--- config.mk ---
export PLATFORM = sky130hd
export DESIGN_NAME = pc_sequencer
export DESIGN_NICKNAME = d
export VERILOG_FILES = /design/src/rtl/pc_sequencer.sv
export SDC_FILE = /design/constraint.sdc
export NUM_CORES = 1
export LEC_CHECK = 0
export ABC_AREA = 1
export CAP_MARGIN = 10
export CORE_ASPECT_RATIO = 0.7
export CORE_MARGIN = 10
export CORE_UTILIZATION = 65
export DETAILED_ROUTE_END_ITERATION = 10
export PLACE_DENSITY = 0.86
export SLEW_MARGIN = 25
export SYNTH_ARGS = -nofsm -noshare
export SYNTH_HDL_FRONTEND = slang
export SYNTH_SLANG_ARGS = --single-unit
--- constraint.sdc ---
create_clock -name clock -period 9.3 [get_ports clock]
set_input_delay 1.86 -clock clock [delete_from_list [all_inputs] [get_ports clock]]
set_output_delay 1.86 -clock clock [all_outputs]
set_load 0.02 [all_outputs]
--- src/rtl/pc_sequencer.sv ---
// pc_sequencer: program-counter sequencer with a circular return-address stack.
// Two states (RUN / HALTED). Redirect priority in RUN is ret > call > jump > branch > increment.
// Every output comes straight from registered state.
module pc_sequencer #(
  parameter int               WIDTH        = 32,
  parameter int               RAS_DEPTH    = 8,
  parameter logic [WIDTH-1:0] RESET_VECTOR = '0,
  parameter int               STEP         = 1
) (
  input  logic                             clock,
  input  logic                             reset,
  input  logic                             halt,
  input  logic                             resume,
  input  logic                             stall,
  input  logic                             branch,
  input  logic                             jump,
  input  logic                             call,
  input  logic                             ret,
  input  logic                             relative,
  input  logic [WIDTH-1:0]                 immediate,
  output logic [WIDTH-1:0]                 programCounter,
  output logic                             halted,
  output logic [$clog2(RAS_DEPTH+1)-1:0]   rasDepth,
  output logic                             rasEmpty,
  output logic                             rasFull,
  output logic                             rasError
);

  localparam int PTR_W   = (RAS_DEPTH > 1) ? $clog2(RAS_DEPTH) : 1;
  localparam int DEPTH_W = $clog2(RAS_DEPTH + 1);
  localparam logic [WIDTH-1:0]   STEP_V = WIDTH'(STEP);
  localparam logic [DEPTH_W-1:0] FULL_V = DEPTH_W'(RAS_DEPTH);

  typedef enum logic {RUN, HALTED} state_t;

  state_t             state_q, state_d;
  logic [WIDTH-1:0]   pc_q, pc_d;
  logic [PTR_W-1:0]   ptr_q, ptr_d;      // next slot to write; top of stack is ptr_q-1
  logic [DEPTH_W-1:0] depth_q, depth_d;
  logic               err_q, err_d;
  logic               push_en;
  logic [WIDTH-1:0]   seq_pc, target, top;
  logic [WIDTH-1:0]   stack [RAS_DEPTH];

  assign seq_pc = pc_q + STEP_V;
  assign target = relative ? (pc_q + immediate) : immediate;
  assign top    = stack[ptr_q - PTR_W'(1)];

  // Next-state and sequencing decisions; defaults hold everything.
  always_comb begin
    state_d = state_q;
    pc_d    = pc_q;
    ptr_d   = ptr_q;
    depth_d = depth_q;
    err_d   = err_q;
    push_en = 1'b0;
    case (state_q)
      RUN: begin
        if (halt) begin
          state_d = HALTED;
        end else if (!stall) begin
          if (ret) begin
            if (depth_q == '0) begin
              // Underflow: fall through sequentially, stack untouched.
              pc_d  = seq_pc;
              err_d = 1'b1;
            end else begin
              pc_d    = top;
              ptr_d   = ptr_q - PTR_W'(1);
              depth_d = depth_q - DEPTH_W'(1);
            end
          end else if (call) begin
            // Push always happens; when full the pointer wrap overwrites the oldest entry.
            pc_d    = target;
            push_en = 1'b1;
            ptr_d   = ptr_q + PTR_W'(1);
            if (depth_q == FULL_V) err_d = 1'b1;
            else                   depth_d = depth_q + DEPTH_W'(1);
          end else if (jump || branch) begin
            pc_d = target;
          end else begin
            pc_d = seq_pc;
          end
        end
      end
      HALTED: begin
        if (resume && !halt) state_d = RUN;
      end
      default: state_d = RUN;
    endcase
  end

  // Control state: FSM, PC, stack pointer, depth and sticky error.
  always_ff @(posedge clock or negedge reset) begin
    if (!reset) begin
      state_q <= RUN;
      pc_q    <= RESET_VECTOR;
      ptr_q   <= '0;
      depth_q <= '0;
      err_q   <= 1'b0;
    end else begin
      state_q <= state_d;
      pc_q    <= pc_d;
      ptr_q   <= ptr_d;
      depth_q <= depth_d;
      err_q   <= err_d;
    end
  end

  // Return-address storage; contents need no reset since depth gates reachability.
  always_ff @(posedge clock) begin
    if (push_en) stack[ptr_q] <= seq_pc;
  end

  assign programCounter = pc_q;
  assign halted         = (state_q == HALTED);
  assign rasDepth       = depth_q;
  assign rasEmpty       = (depth_q == '0);
  assign rasFull        = (depth_q == FULL_V);
  assign rasError       = err_q;

endmodule

==> results.yml <==
critical_path:
  worst-endpoint-arrival_ns: 5.01
  cp_max_fo: 54
  worstReg2RegStart: "ptr_q[0]"
  worstSetupPathType: "register to register"
  r2r_slack_ns: 4.71
  required_ns: 9.72
  r2r_cells: 10
  crit_path_end_kind: "register"
  r2r-end: "programCounter[8]"
  startpoint_type: "register"
grt:
  grt_pass1_vias: 12572
  antenna_found_initial: 0
  met1_usage_pct: 40.2
  globalRouteMet2Util_pct: 43.7
  grt_usage_pct: 28.3
  busiest_layer: "met2"
  overflow: 0
  grtUsageMet3_pct: 6.16
  grt_max_degree: 86
  grt_pass1_wl_um: 68900
cts:
  post_cts_resized: 0
  cts-root-buf: "clkbuf_16"
  cts-buffers-inserted: 27
  post_cts_buffers: 0
  cts_buffer_depth: 3
  clk_pin_slew_ns: 0.07
  worstSkewPairLatency_ns: 0.56
  cts_hold_buf: 0
  htreeDepth: 1
  cts_tree: "done"
  cts.sinks: 297
synth:
  synth_top_cell_by_area: "edfxtp_1"
  yosysUniqueCellTypes: 51
  synth_top_area_share_pct: 48.5
  synth_area_um2: 15900
  syn_area_per_cell_um2: 9.07
  synth_edf_count: 256
  yosysSeqAreaShare_pct: 54.9
  yosys_warnings: 0
  yosysMostFrequentCell: "nand2_1"
  synthCells: 1749
  syn-num-nets: 1829
  synth_common_cells: "nand2_1 (369), edfxtp_1 (256), nor2_1 (239)"
  synth_seq_cells: 297
  synthTopCellsByArea: "edfxtp_1 (48%), nand2_1 (8.7%), dfrtp_1 (6.5%)"
  async_reset_ff_share_pct: 13.8
  synth_ff_type: "edfxtp_1"
sta:
  slew_headroom_pct: 34.8
  finalSetupTns_ns: 0
  setup_viol: 0
  finClkSkew_ns: 0.0164
  rsz0062_at_grt: "no"
  period_share_pct: 49.3
  drv_slew: 0
  hold_ws_ns: 0.475
  min_period_ns: 4.59
  tightest_slew_ns: 0.978
  clock.fmax_ghz: 0.218
  finalHoldViolCount: 0
hold_path:
  hold_class: "register to register"
  min_from: "rasError"
  holdPathEnd: "rasError"
  holdPathStages: 1
placed_design:
  gp_congestion: 1.00
  port_buffers: 81
  place_area_um2: 16900
  hpwlAfterDp_um: 30200
cells_and_area:
  antenna_cells: 0
  nets: 1884
  fin_area_um2: 17900
  drive_gt1_share_pct: 6.14
  syn_to_final_growth_pct: 12.7
  fillers: 1634
pwr:
  powerDensity_nw_per_um2: 344
  p_leak_uw: 0.00710
  p_total_uw: 6160
  peakVddDrop_uv: 397
drt:
  vias: 13262
  wl_um: 44600
  via_per_inst: 6.19
  wire_per_inst_um: 20.8
  drcViolationCount: 0
  ant_nets: 0
  dr.pass1.iters: 5
  drtIter0Drc: 1676
floorplanning:
  dieArea_um2: 31200
  ioPinCount: 82
  die_x_um: 207
  coreArea_um2: 23800
  start_util_pct: 66.6
  die_height_um: 151
  placementRows: 47
flow_run:
  maxCapViolCount: 0
outcome:
  status: "complete, no violations"
[power by group]
part           switching, uW  total, uW  internal, uW
clock                    490       1090           603
combinational           2120       3070           947
sequential               253       2000          1750
total                   2860       6160          3290
[routing by layer]
metal	share of wire [%]	wire length [um]
met2	45	19900
met4	2.0	904
met3	13	5620
met5	0	0
met1	41	18200
[registers in the layout, summed over array words and instances, names as in the netlist]
register,cells
halted,1
programCounter,32
ptr_q,3
rasDepth,4
rasError,1
stack,256
[per-stage QoR]
| step | utilization, % | setup WS [ns] | std cells |
|---|---|---|---|
| detailed placement | 71.1 | 4.23 | 2089 |
| floorplan | - | 4.07 | 1749 |
| finish | 75.1 | 4.71 | 2141 |
| global placement | 71.1 | 4.29 | 2089 |
| CTS | 74.7 | 4.79 | 2137 |
| global route | 75.1 | 4.41 | 2141 |
[area by class of cell]
cell class	instances	area (um2)	area share, %
clock buffer	33	708	3.96
multi-input combinational	1194	6190	34.6
tap	318	398	2.23
clock inverter	15	150	0.840
timing repair buffer	101	1030	5.74
sequential	297	8720	48.7
inverter	183	688	3.85
[cell usage in the layout, fill, tap and decap left out, drive strengths merged, types with 12 or more instances in the layout]
master         Yosys  routed
clkbuf            50      33
inv              180     183
nand2            373     373
clkinv             3      12
a21oi             88      88
nand3            102     102
clkdlybuf4s50      0      80
nor2             245     245
dfrtp             41      41
buf               25      21
xor2              30      30
o221ai            51      51
o21ai            171     171
ha                36      36
edfxtp           256     256
nor3              24      24
[cell families after synthesis]
kind of cell	Yosys count	synth area share, %
muxes	2	0.134
and+or+nand+nor	767	20.3
buffers and inverters	258	6.38
xor gates and xnor gates	38	2.38
AOI/OAI and AO/OA	349	12.8
DFF	297	54.9
adders and majority gates	38	3.09
[worst max path at each step]
stage               startpoint                 to  cells past startpoint  slack (ns)
floorplan                stall        stack[6][0]                      5        4.07
global placement         stall       stack[3][30]                      7        4.29
detailed placement       stall       stack[3][25]                      7        4.23
CTS                      stall       stack[3][26]                      7        4.79
global route          ptr_q[0]  programCounter[8]                     10        4.41
finish                ptr_q[0]  programCounter[8]                     10        4.71
[critical path, stage by stage (launching register included)]
cell	delay, ns
dfrtp_4	0.79
clkinv_2	0.68
ha_2	0.48
xnor2_2	0.16
buf_4	0.41
clkinv_1	0.62
buf_4	0.44
o21ai_1	0.36
o21ai_0	0.15
a21oi_1	0.25
a22oi_1	0.09
Note: power is estimated with default switching activity, not from simulation.
